[config.mk]
export PLATFORM = sky130hd
export DESIGN_NAME = cptra_ss_boot_seq
export DESIGN_NICKNAME = d
export VERILOG_FILES = /design/src/rtl/cptra_ss_boot_seq.sv
export SDC_FILE = /design/constraint.sdc
export NUM_CORES = 1
export LEC_CHECK = 0
export CAP_MARGIN = 20
export CORE_MARGIN = 5
export CORE_UTILIZATION = 50
export DETAILED_ROUTE_END_ITERATION = 8
export HOLD_SLACK_MARGIN = 0.1
export PLACE_DENSITY = 0.83
export SETUP_SLACK_MARGIN = 0.1
export SYNTH_ARGS = -nofsm -noshare
export SYNTH_HDL_FRONTEND = slang
export SYNTH_SLANG_ARGS = --single-unit
[constraint.sdc]
create_clock -name cptra_ss_clk_i -period 2.11 [get_ports cptra_ss_clk_i]
set_input_delay 0.5275 -clock cptra_ss_clk_i [delete_from_list [all_inputs] [get_ports cptra_ss_clk_i]]
set_output_delay 0.5275 -clock cptra_ss_clk_i [all_outputs]
set_load 0.03 [all_outputs]
[src/rtl/cptra_ss_boot_seq.sv]
// rtl/cptra_ss_boot_seq.sv - power-good / reset sequencer with boot handshake supervision
module cptra_ss_boot_seq #(
    parameter int unsigned PWRGOOD_DLY  = 16,
    parameter int unsigned WARM_RST_CYC = 8,
    parameter int unsigned FUSE_TIMEOUT = 4096
) (
    input  logic       cptra_ss_clk_i,
    input  logic       cptra_ss_rst_i,
    input  logic       power_on_req_i,
    input  logic       warm_rst_req_i,
    input  logic       ready_for_fuses_i,
    input  logic       cptra_ss_all_error_fatal_i,
    input  logic       fatal_rst_en_i,
    output logic       cptra_ss_pwrgood_o,
    output logic       cptra_ss_rst_b_o,
    output logic [2:0] seq_state_o,
    output logic       boot_timeout_o,
    output logic [7:0] warm_rst_cnt_o
);

    typedef enum logic [2:0] {
        OFF       = 3'd0,
        PWR_UP    = 3'd1,
        BOOT_WAIT = 3'd2,
        RUN       = 3'd3,
        WARM_RST  = 3'd4,
        FAULT     = 3'd5
    } state_e;

    localparam logic [15:0] PWR_LAST  = 16'(PWRGOOD_DLY - 1);
    localparam logic [15:0] WARM_LAST = 16'(WARM_RST_CYC - 1);
    localparam logic [15:0] FUSE_LAST = 16'(FUSE_TIMEOUT - 1);

    state_e      state;
    logic [15:0] cnt;

    assign seq_state_o = state;

    // Outputs are updated on the same edge as the state they belong to.
    always_ff @(posedge cptra_ss_clk_i) begin
        if (cptra_ss_rst_i) begin
            state              <= OFF;
            cnt                <= '0;
            cptra_ss_pwrgood_o <= 1'b0;
            cptra_ss_rst_b_o   <= 1'b0;
            boot_timeout_o     <= 1'b0;
            warm_rst_cnt_o     <= '0;
        end else if (state != OFF && !power_on_req_i) begin
            state              <= OFF;
            cnt                <= '0;
            cptra_ss_pwrgood_o <= 1'b0;
            cptra_ss_rst_b_o   <= 1'b0;
        end else begin
            case (state)
                OFF: begin
                    if (power_on_req_i) begin
                        state              <= PWR_UP;
                        cnt                <= '0;
                        cptra_ss_pwrgood_o <= 1'b1;
                        cptra_ss_rst_b_o   <= 1'b0;
                    end
                end
                PWR_UP: begin
                    if (cnt == PWR_LAST) begin
                        state            <= BOOT_WAIT;
                        cnt              <= '0;
                        cptra_ss_rst_b_o <= 1'b1;
                    end else begin
                        cnt <= cnt + 16'd1;
                    end
                end
                BOOT_WAIT: begin
                    // A ready seen on the last allowed sample still wins over expiry.
                    if (ready_for_fuses_i) begin
                        state <= RUN;
                        cnt   <= '0;
                    end else if (cnt == FUSE_LAST) begin
                        state            <= FAULT;
                        cnt              <= '0;
                        cptra_ss_rst_b_o <= 1'b0;
                        boot_timeout_o   <= 1'b1;
                    end else begin
                        cnt <= cnt + 16'd1;
                    end
                end
                RUN: begin
                    if (warm_rst_req_i || (cptra_ss_all_error_fatal_i && fatal_rst_en_i)) begin
                        state            <= WARM_RST;
                        cnt              <= '0;
                        cptra_ss_rst_b_o <= 1'b0;
                        if (warm_rst_cnt_o != 8'hff) begin
                            warm_rst_cnt_o <= warm_rst_cnt_o + 8'd1;
                        end
                    end
                end
                WARM_RST: begin
                    if (cnt == WARM_LAST) begin
                        state            <= BOOT_WAIT;
                        cnt              <= '0;
                        cptra_ss_rst_b_o <= 1'b1;
                    end else begin
                        cnt <= cnt + 16'd1;
                    end
                end
                FAULT: begin
                end
                default: begin
                    state              <= OFF;
                    cnt                <= '0;
                    cptra_ss_pwrgood_o <= 1'b0;
                    cptra_ss_rst_b_o   <= 1'b0;
                end
            endcase
        end
    end

endmodule

Yosys cells after proc, flatten, opt, wreduce, memory -nomap -nowiden:

Cells that the tools add are included.

* flip-flop bits (word level): 30
* bits in latches: 0
* RAM bits: 0
* bits in read-only memories: 0
* bits of input ports: 7
* memories kept: 0

* add/sub/neg operators: 2
* $mul: 0
* div/mod/pow operators: 0
* $lt $le $gt $ge: 0
* equal/unequal tests: 16
* shifts and indexed selects: 0
* mux-type cells: 23
* bitwise operators: 4
* reductions and logical operators: 14

Operators with widths (number)
* two-way mux 16 bit: 6
* one-hot mux 16 bit (6 select lines): 1
* two-way mux 3 bit: 6
* one-hot mux 3 bit (6 select lines): 1
* adder 16 x 1 -> 16 bit, second input constant: 1
* equality test 16 x 12 -> 1 bit, second input constant: 1
* equality test 16 x 3 -> 1 bit, second input constant: 1
* equality test 16 x 4 -> 1 bit, second input constant: 1
* != test 2 bit, second input constant: 6
* adder 8 x 1 -> 8 bit, second input constant: 1
* != test 8 bit, second input constant: 1
* AND reduction 4 bit: 2
* two-way mux 1 bit: 7
* AND reduction 7 bit: 1
* equality test 3 x 2 -> 1 bit, second input constant: 2
* equality test 3 bit, second input constant: 2
* one-hot mux 1 bit (6 select lines): 1
* AND reduction 6 bit: 1
* OR reduction 5 bit: 1
* NOT 1 bit: 4
* equality test 3 x 1 -> 1 bit, second input constant: 1
* logical NOT 3 bit: 1
* != test 3 bit, second input constant: 1
* AND reduction 3 bit: 1
* 7 further kinds: 8

Longest topological paths before layout:

Gate-level depths: netlist of run 1.

* depth in word-level cells: 4
* mapped depth: 7

Least setup slack after synthesis of run 1:

Ideal clock, no wire load.

* kind: register to register
* start point: reg warm_rst_cnt_o[0]
* end point: reg warm_rst_cnt_o[7]
* arrival time: 1.957 ns
* path slack: 0.082 ns
* cell stages (with the launch flop): 7
* period minus slack after synthesis: 2.028 ns
* cell sequence: dfxtp_1 > ha_1 > and2_1 > a311oi_2 > nand3_1 > or3_1 > a21oi_1

* cells in the longest elaborated chain, start to end: 2
* elaborated cells on any way between the ends: 3

Ends and longest elaborated chain
* start: declaration: RTL line 18 `output logic [7:0] warm_rst_cnt_o`
* start signal: assignment: RTL line 92 `warm_rst_cnt_o <= warm_rst_cnt_o + 8'd1;`
* branches (longest 2 deep; another with adder 8 x 1 -> 8 bit)

Parallel ways; which one is timed is not known.
A chain may end at the register's enable or synchronous reset.

Final worst setup path of run 1:

* start point: in power_on_req_i
* end point: reg cptra_ss_rst_b_o

* cells in the longest elaborated chain, start to end: 3
* elaborated cells on any way between the ends: 5

Ends and longest elaborated chain
* start: declaration: RTL line 9 `input logic power_on_req_i,`
* branches (longest 3 deep; another with AND reduction 7 bit)
* end signal: assignment: RTL line 45 `cptra_ss_rst_b_o <= 1'b0;`
* end signal: assignment: RTL line 52 `cptra_ss_rst_b_o <= 1'b0;`
* end signal: assignment: RTL line 60 `cptra_ss_rst_b_o <= 1'b0;`
* end: declaration: RTL line 15 `output logic cptra_ss_rst_b_o,`

Parallel ways; which one is timed is not known.

==> impl_metrics.json, run 1 <==
{
  "row_count": 21,
  "synth_cell_types": 48,
  "dp_slack_ns": -0.3823,
  "period_share_pct": 93.08,
  "worstMarginPinSlew_ns": 0.6445,
  "dp_cells": 282,
  "fp.dieH_um": 67.93,
  "place_congestion": 0.8945,
  "io_pins": 21,
  "finClkSkew_ns": 0.007077,
  "critPathRequiredTime_ns": 2.38,
  "overflow": 0,
  "worstSetupPathType": "input pin to register",
  "final_cell_mix": "29 x dfxtp_1, 29 x buf_4, 24 x nor2_1",
  "synth_edf_count": 0,
  "drive_gt1_share_pct": 23.58,
  "max_slew_margin_pct": 56.71,
  "clkLatencyLatePin_ns": 0.34,
  "track_usage_pct": 20.36,
  "fin_util_pct": 68.91,
  "cp_slowest_cell": "nor4_4",
  "hold_buffers": 0,
  "yosysWarnings": 0,
  "avgSynthCellArea_um2": 8.561,
  "critPathMaxStageDelay_ns": 0.51,
  "setup_tns_ns": 0,
  "yosysTopAreaCellShare_pct": 35.79,
  "drv_slew": 0,
  "die_w_um": 67.93,
  "end_kind": "register",
  "critPathBufInv": 2,
  "layout.nets": 254,
  "final_cell_area_um2": 2263,
  "hpwl_um": 3069,
  "synthesis.nets": 205,
  "switchingPower_uw": 664.4,
  "numPortBuffers": 20,
  "syn_to_final_growth_pct": 34.90,
  "cp-start-kind": "input pin",
  "power_frac_seq_pct": 38.9,
  "synth_top_cell_by_area": "dfxtp_1",
  "h-tree-depth": 2,
  "rsz0062_at_grt": "true",
  "timing.fmax_mhz": 509.2,
  "ant_nets": 0,
  "synth_flop_cell": "dfxtp_1",
  "stdcell_count": 292,
  "drtPass1Iterations": 4,
  "diodes": 0,
  "synth_seq_cells": 30,
  "cts_buffers": 5,
  "fin_ws_ns": 0.1459,
  "synth_area_um2": 1678,
  "placed_area_um2": 2113,
  "vias": 1718,
  "wire_per_inst_um": 14.82,
  "remaining_drc_errors": 0,
  "p_leak_uw": 0.0008327,
  "worstPathMaxFanout": 10,
  "min_path_type": "register to register",
  "cp_data_arrival_time_ns": 2.24,
  "seq_area_frac_synth_pct": 35.79,
  "root_buffer": "clkbuf_4",
  "hold_viol": 0,
  "cts_tree": "built",
  "first_iter_violations": 145,
  "core_um2": 3284,
  "status": "complete, no violations",
  "via_per_inst": 5.884,
  "synth_area_leaders": "dfxtp_1 36%, nor2_1 6.3%, xnor2_1 6.3%, a21oi_1 3.9%, nand4_1 3.4%",
  "max-cap-violations": 0,
  "path_delay_family": "buffers and inverters",
  "ctsLongestPathBuffers": 2,
  "cp_cell_sequence": "clkdlybuf4s50_1 -> nor4_4 -> a21oi_1 -> buf_4 -> a31oi_1 -> nor2b_1",
  "switching_share_pct": 38.45,
  "power_frac_clock_pct": 21.1,
  "grt_pass1_vias": 1596,
  "setup_viol": 0,
  "grt_pass1_wl_um": 7127,
  "min_period_ns": 1.964,
  "p_per_area_nw_per_um2": 763.4,
  "clkTransAtPathRegs_ns": 0.09,
  "combPwrFrac_pct": 40.0,
  "peakVddDrop_mv": 0.5987,
  "internal_power_uw": 1064,
  "synthArstFlopShare_pct": 0,
  "die_area_um2": 4614,
  "start_util_pct": 51.09,
  "netlist_instances": 196,
  "cts.sinks": 30,
  "grt_max_degree": 17,
  "antenna_found_initial": 0,
  "finalWirelength_um": 4327
}
[metal layers]
metal | vias to the layer above | GRT usage (%) | routed length [µm]
met5 | - | 0 | 0
met4 | 0 | 10.17 | 65
met3 | 8 | 5.747 | 265
met2 | 70 | 31.65 | 2125
met1 | 803 | 25.63 | 1870
li1 | 837 | - | -
[cells by family (layout without fill, tap and decap cells)]
kind of cell	count (synthesis)	in the layout	share of synthesized area [%]
DFF	30	30	35.79
xor gates and xnor gates	16	16	8.352
AOI/OAI and AO/OA	50	50	23.19
and+or+nand+nor	84	84	26.47
buffers and inverters	13	63	4.101
muxes	1	1	0.5966
adders and majority gates	2	2	1.491
[worst paths after layout]
check | depth (start not counted) | end | slack [ns] | startpoint
worst max-delay path | 6 | cptra_ss_rst_b_o | 0.15 | power_on_req_i
worst min-delay path | 2 | boot_timeout_o | 0.48 | boot_timeout_o
worst max register to register | 6 | cnt[11] | 0.19 | seq_state_o[0]
worst min register to register | 2 | boot_timeout_o | 0.48 | boot_timeout_o
[power groups by stage]
stage | combinational (µW) | clock [µW] | sequential [µW]
global placement | 612 | 0 | 675
global route | 748 | 395 | 680
detailed placement | 619 | 0 | 678
CTS | 631 | 374 | 665
finish | 691 | 365 | 672
floorplan | 362 | 0 | 705
[area by class of cell]
| class | instances | area [µm²] |
|---|---|---|
| fill | 248 | 1021 |
| inverter | 5 | 18.77 |
| multi-input combinational | 153 | 1092 |
| clock buffer | 7 | 55.05 |
| sequential | 30 | 601.8 |
| timing repair buffer | 50 | 432.9 |
| tap | 46 | 57.56 |
| clock inverter | 1 | 5.005 |
[state kept, by name, indices dropped and copies added, names as in the netlist]
register            count
boot_timeout_o          1
cnt                    16
cptra_ss_pwrgood_o      1
cptra_ss_rst_b_o        1
seq_state_o             3
warm_rst_cnt_o          8
[worst register-to-register path, delay by kind of cell, from the launching register on]
kind | cells | cell delay (ns)
and+or+nand+nor | 1 | 0.54
DFF | 1 | 0.53
AOI/OAI and AO/OA | 3 | 0.51
buffers and inverters | 2 | 0.28
[through the flow]
stage          power (µW)  hold WS, ns
2_1_floorplan        1066       0.4625
3_3_place_gp         1287       0.4541
6_report             1728       0.4774
4_1_cts              1670       0.4838
5_1_grt              1823       0.5150
3_5_place_dp         1297       0.4602
[repair_timing]
action / in CTS / in global routing
buffers inserted: 1 / 1
endpoints found under the setup margin: 22 / 23
pin swaps: 0 / 4
resized for setup: 7 / 18
[cell usage after synthesis (all sizes together) (6+ instances only)]
cell	n
o21ai	6
nor2	28
nand2	12
nand3	8
nand4	9
xnor2	12
a21oi	14
a2111oi	7
dfxtp	30
nor3	7
Power figures use the tool's default switching activity.
==> run 2, diff against run 1 <==
--- a/config.mk
+++ b/config.mk
@@ -10,6 +10,7 @@
 export CORE_UTILIZATION = 50
 export DETAILED_ROUTE_END_ITERATION = 8
 export HOLD_SLACK_MARGIN = 0.1
+export MAX_ROUTING_LAYER = met4
 export PLACE_DENSITY = 0.83
 export SETUP_SLACK_MARGIN = 0.1
 export SYNTH_ARGS = -nofsm -noshare
==> impl_metrics.json, run 2 (synthesized netlist as in run 1, its figures left out) <==
{
  "finClkSkew_ns": 0.005446,
  "hold_depth": 2,
  "p_per_area_nw_per_um2": 763.9,
  "cp-start-kind": "input pin",
  "cp_slowest_cell": "nor4_4",
  "max-cap-violations": 0,
  "hold_viol": 0,
  "seq_area_um2": 601.8,
  "root_buffer": "clkbuf_4",
  "largest_reg_flops": 16,
  "layout.nets": 254,
  "hpwl_um": 3069,
  "die_area_um2": 4614,
  "core_um2": 3284,
  "worstSetupPathType": "input pin to register",
  "status": "complete, no violations",
  "fp.dieH_um": 67.93,
  "drv_slew": 0,
  "critPathMaxStageDelay_ns": 0.53,
  "cts_tree": "built",
  "wire_per_inst_um": 14.91,
  "remaining_drc_errors": 0,
  "min_period_ns": 1.981,
  "placed_area_um2": 2113,
  "peakVddDrop_mv": 0.5991,
  "start_util_pct": 51.09,
  "worstMarginPinSlew_ns": 0.6626,
  "ctsLongestPathBuffers": 2,
  "final_cell_mix": "29 x dfxtp_1, 29 x buf_4, 24 x nor2_1",
  "via_per_inst": 5.866,
  "grt_max_degree": 17,
  "timing.fmax_mhz": 504.9,
  "final_cell_area_um2": 2263,
  "max_slew_margin_pct": 55.49,
  "vias": 1713,
  "min_path_type": "register to register",
  "worstPathMaxFanout": 10,
  "finalWirelength_um": 4355,
  "overflow": 0,
  "antenna_found_initial": 0,
  "place_congestion": 0.9097,
  "diodes": 0,
  "cts.sinks": 30,
  "rsz0062_at_grt": "true",
  "critPathRequiredTime_ns": 2.38,
  "track_usage_pct": 20.97,
  "r2r_cells": 6,
  "cp_data_arrival_time_ns": 2.25,
  "critPathBufInv": 2,
  "drive_gt1_share_pct": 23.58,
  "top_register": "cnt",
  "clkLatencyLatePin_ns": 0.34,
  "holdWs_ns": 0.4774,
  "h-tree-depth": 2,
  "numPortBuffers": 20,
  "first_iter_violations": 156,
  "ant_nets": 0,
  "grt_pass1_vias": 1596,
  "n_fill_cell": 248,
  "syn_to_final_growth_pct": 34.90,
  "die_w_um": 67.93,
  "p_leak_uw": 0.0008327,
  "period_share_pct": 93.87,
  "hold_buffers": 0,
  "io_pins": 21,
  "drtPass1Iterations": 4,
  "end_kind": "register",
  "setup_viol": 0,
  "path_delay_family": "simple AND/OR/NAND/NOR gates",
  "row_count": 21,
  "cp_cell_sequence": "clkdlybuf4s50_1 -> nor4_4 -> a21oi_1 -> buf_4 -> a31oi_1 -> nor2b_1",
  "cts_buffers": 5,
  "multi_input_area_um2": 1092,
  "clkTransAtPathRegs_ns": 0.09,
  "crit_cells": 6,
  "grt_pass1_wl_um": 7134
}
-- run 2: cell counts in the layout (fill, tap and decap cells not counted) --
No cell type changed its count.
-- run 2: path summary, 6_finish.rpt --
path	to	from	slack [ns]
setup / recovery	cptra_ss_rst_b_o	power_on_req_i	0.13
hold / removal	boot_timeout_o	boot_timeout_o	0.48
setup reg to reg	cnt[11]	seq_state_o[0]	0.18
hold reg to reg	boot_timeout_o	boot_timeout_o	0.48
-- run 2: per-layer routing --
layer	GRT usage, %	part of all wire [%]
met2	31.65	48
met4	10.17	2.2
met5	-	0
met1	25.93	44
met3	5.419	6.2
-- run 2: power by group --
part / internal (µW) / switching (µW)
Clock: 161 / 204
Sequential: 607 / 64.7
Combinational: 295 / 397
Total: 1060 / 665
-- run 2: what timing repair did --
item                       CTS  global route
setup endpoints to repair   22            23
resized for setup            7            18
cloned                       0             0
pin swaps                    0             4
buffers inserted             1             1
-- run 2: worst reg2reg max path: stages (launching register included) --
cell     delay [ns]
dfxtp_1        0.54
inv_1          0.13
nor3_1         0.54
a21oi_2        0.14
a31o_4         0.27
buf_4          0.15
a21oi_1        0.10
-- run 2: stage by stage --
| step | setup slack, ns | std cells | power (µW) | setup TNS, ns | util [%] |
|---|---|---|---|---|---|
| final | 0.1294 | 292 | 1729 | 0 | 68.91 |
| after global routing | 0.03199 | 292 | 1822 | 0 | 68.91 |
| after CTS | 0.08135 | 291 | 1670 | 0 | 66.67 |
| after detailed placement | -0.3823 | 282 | 1297 | -6.474 | 64.34 |
| after global placement | -0.3234 | 282 | 1287 | -5.847 | 64.34 |
| after floorplan | 0.1350 | 196 | 1066 | 0 | - |
-- run 2: cell type report --
type | count | area share (%)
tap | 46 | 2.543
timing repair buffer | 50 | 19.13
clock inverter | 1 | 0.2211
clock buffer | 7 | 2.432
multi-input combinational | 153 | 48.26
sequential | 30 | 26.59
inverter | 5 | 0.8292
==> run 3, diff against run 2 <==
--- a/config.mk
+++ b/config.mk
@@ -9,7 +9,6 @@
 export CORE_MARGIN = 5
 export CORE_UTILIZATION = 50
 export DETAILED_ROUTE_END_ITERATION = 8
-export HOLD_SLACK_MARGIN = 0.1
 export MAX_ROUTING_LAYER = met4
 export PLACE_DENSITY = 0.83
 export SETUP_SLACK_MARGIN = 0.1
==> constraint.sdc (replaced) <==
create_clock -name cptra_ss_clk_i -period 2.11 [get_ports cptra_ss_clk_i]
set_input_delay 0.5275 -clock cptra_ss_clk_i [delete_from_list [all_inputs] [get_ports cptra_ss_clk_i]]
set_output_delay 0.5275 -clock cptra_ss_clk_i [all_outputs]
set_load 0.05 [all_outputs]
==> impl_metrics.json, run 3 (synthesized netlist as in run 1, its figures left out) <==
{
  "setup_viol": 0,
  "n_fill_cell": 262,
  "timing.fmax_mhz": 515.6,
  "finClkSkew_ns": 0.01527,
  "hold_buffers": 0,
  "drtPass1Iterations": 4,
  "fin_ws_ns": 0.1705,
  "end_kind": "register",
  "ant_nets": 0,
  "grt_max_degree": 17,
  "place_congestion": 0.9455,
  "cp-start-kind": "input pin",
  "grt_pass1_wl_um": 6693,
  "grt_pass1_vias": 1492,
  "cp_data_arrival_time_ns": 2.22,
  "largest_reg_flops": 16,
  "fp.dieH_um": 67.93,
  "top_register": "cnt",
  "peakVddDrop_mv": 0.6625,
  "rsz0062_at_grt": "false",
  "setup.worst_path.start": "cptra_ss_all_error_fatal_i",
  "die_area_um2": 4614,
  "io_pins": 21,
  "syn_to_final_growth_pct": 35.27,
  "worstPathMaxFanout": 4,
  "cts_buffers": 5,
  "r2r_cells": 7,
  "core_um2": 3284,
  "final_cell_mix": "26 x buf_4, 25 x dfxtp_1, 22 x nor2_1",
  "drive_gt1_share_pct": 27.39,
  "min_path_type": "register to register",
  "cts_tree": "built",
  "h-tree-depth": 2,
  "power_frac_clock_pct": 19.6,
  "power_uw": 1847,
  "start_util_pct": 51.09,
  "wire_per_inst_um": 14.58,
  "hold_viol": 0,
  "status": "complete, no violations",
  "power_frac_seq_pct": 35.9,
  "clkLatencyLatePin_ns": 0.34,
  "min_period_ns": 1.940,
  "worstMarginPinSlew_ns": 0.5717,
  "internal_power_uw": 1140,
  "r2r_slack_ns": 0.21,
  "root_buffer": "clkbuf_4",
  "layout.nets": 249,
  "diodes": 0,
  "clkTransAtPathRegs_ns": 0.10,
  "cts.sinks": 30,
  "period_share_pct": 91.92,
  "max_slew_margin_pct": 61.59,
  "overflow": 0,
  "finalWirelength_um": 4185,
  "first_iter_violations": 68,
  "die_w_um": 67.93,
  "switchingPower_uw": 706.9,
  "drv_slew": 0,
  "max-cap-violations": 0,
  "combPwrFrac_pct": 44.5,
  "p_per_area_nw_per_um2": 813.7,
  "p_leak_uw": 0.0008029,
  "track_usage_pct": 19.85,
  "worstSetupPathType": "input pin to register",
  "via_per_inst": 5.819,
  "remaining_drc_errors": 0,
  "hpwl_um": 3024,
  "switching_share_pct": 38.28,
  "hp-start": "cnt[0]",
  "r2r_end": "cnt[4]",
  "vias": 1670,
  "critPathRequiredTime_ns": 2.39,
  "stdcell_count": 287,
  "dp_cells": 277,
  "antenna_found_initial": 0,
  "dp_slack_ns": -0.2705,
  "ctsLongestPathBuffers": 2,
  "crit_end": "cnt[11]",
  "numPortBuffers": 20,
  "final_common_cell": "buf_4",
  "row_count": 21,
  "r2r_start": "cnt[12]"
}
## run 3: cell count changes in the layout (fill, tap and decap cells not counted), moves of 2 or more
cell             change
nor2_2               +2
nor2_1               -2
clkdlybuf4s50_1      -6
dfxtp_2              +4
dfxtp_1              -4
dlymetal6s2s_1       -3
dlygate4sd2_1        +4
buf_4                -3
buf_12               +3
## run 3: area by class of cell
type,count,area [µm²],area share (%)
Multi-Input combinational cell,153,1105,48.68
Sequential cell,30,606.8,26.74
Timing Repair Buffer,45,421.7,18.58
Tap cell,46,57.56,2.536
Clock buffer,7,55.05,2.426
Inverter,5,18.77,0.8269
Clock inverter,1,5.005,0.2205
## run 3: through the flow
stage / area (µm²) / hold slack [ns] / TNS (ns) / utilization (%)
after global routing: 2270 / 0.5057 / 0 / 69.10
after floorplan: 1694 / 0.4625 / 0 / -
after detailed placement: 2106 / 0.4778 / -4.134 / 64.11
after global placement: 2106 / 0.4740 / -3.582 / 64.11
after CTS: 2155 / 0.4911 / 0 / 65.60
final: 2270 / 0.4850 / 0 / 69.10
## run 3: worst max-delay path, stage by stage
cell             delay, ns
clkdlybuf4s50_1       0.47
a21o_1                0.14
o21ai_2               0.09
buf_4                 0.14
a21o_1                0.17
or4_1                 0.53
a21oi_2               0.15
## run 3: worst min path at each step
stage              to  slack (ns)  cells after the start
6_report       cnt[0]        0.49                      1
5_1_grt        cnt[0]        0.51                      1
4_1_cts        cnt[1]        0.49                      2
3_5_place_dp   cnt[1]        0.48                      2
3_3_place_gp   cnt[1]        0.47                      2
2_1_floorplan  cnt[1]        0.46                      2
## run 3: power groups by stage
stage,Combinational (µW),Sequential (µW),Clock (µW)
2_1_floorplan,362,747,0
3_3_place_gp,725,669,0
3_5_place_dp,733,670,0
4_1_cts,729,657,370
5_1_grt,883,670,395
6_report,822,663,362
## run 3: per-layer routing
layer  up-vias  track usage, %  wire length (µm)
li1        826               -                 -
met1       792           25.38              1906
met2        42           29.36              1999
met3        10           3.941               193
met4         0           10.67                85
met5         -               -                 0
## run 3: what timing repair did
action | CTS | global route
endpoints found under the hold margin | 0 | 0
gates resized for setup | 9 | 19
buffers inserted | 0 | 1
pin swaps | 1 | 4
cloned | 0 | 1
setup endpoints to repair | 10 | 16
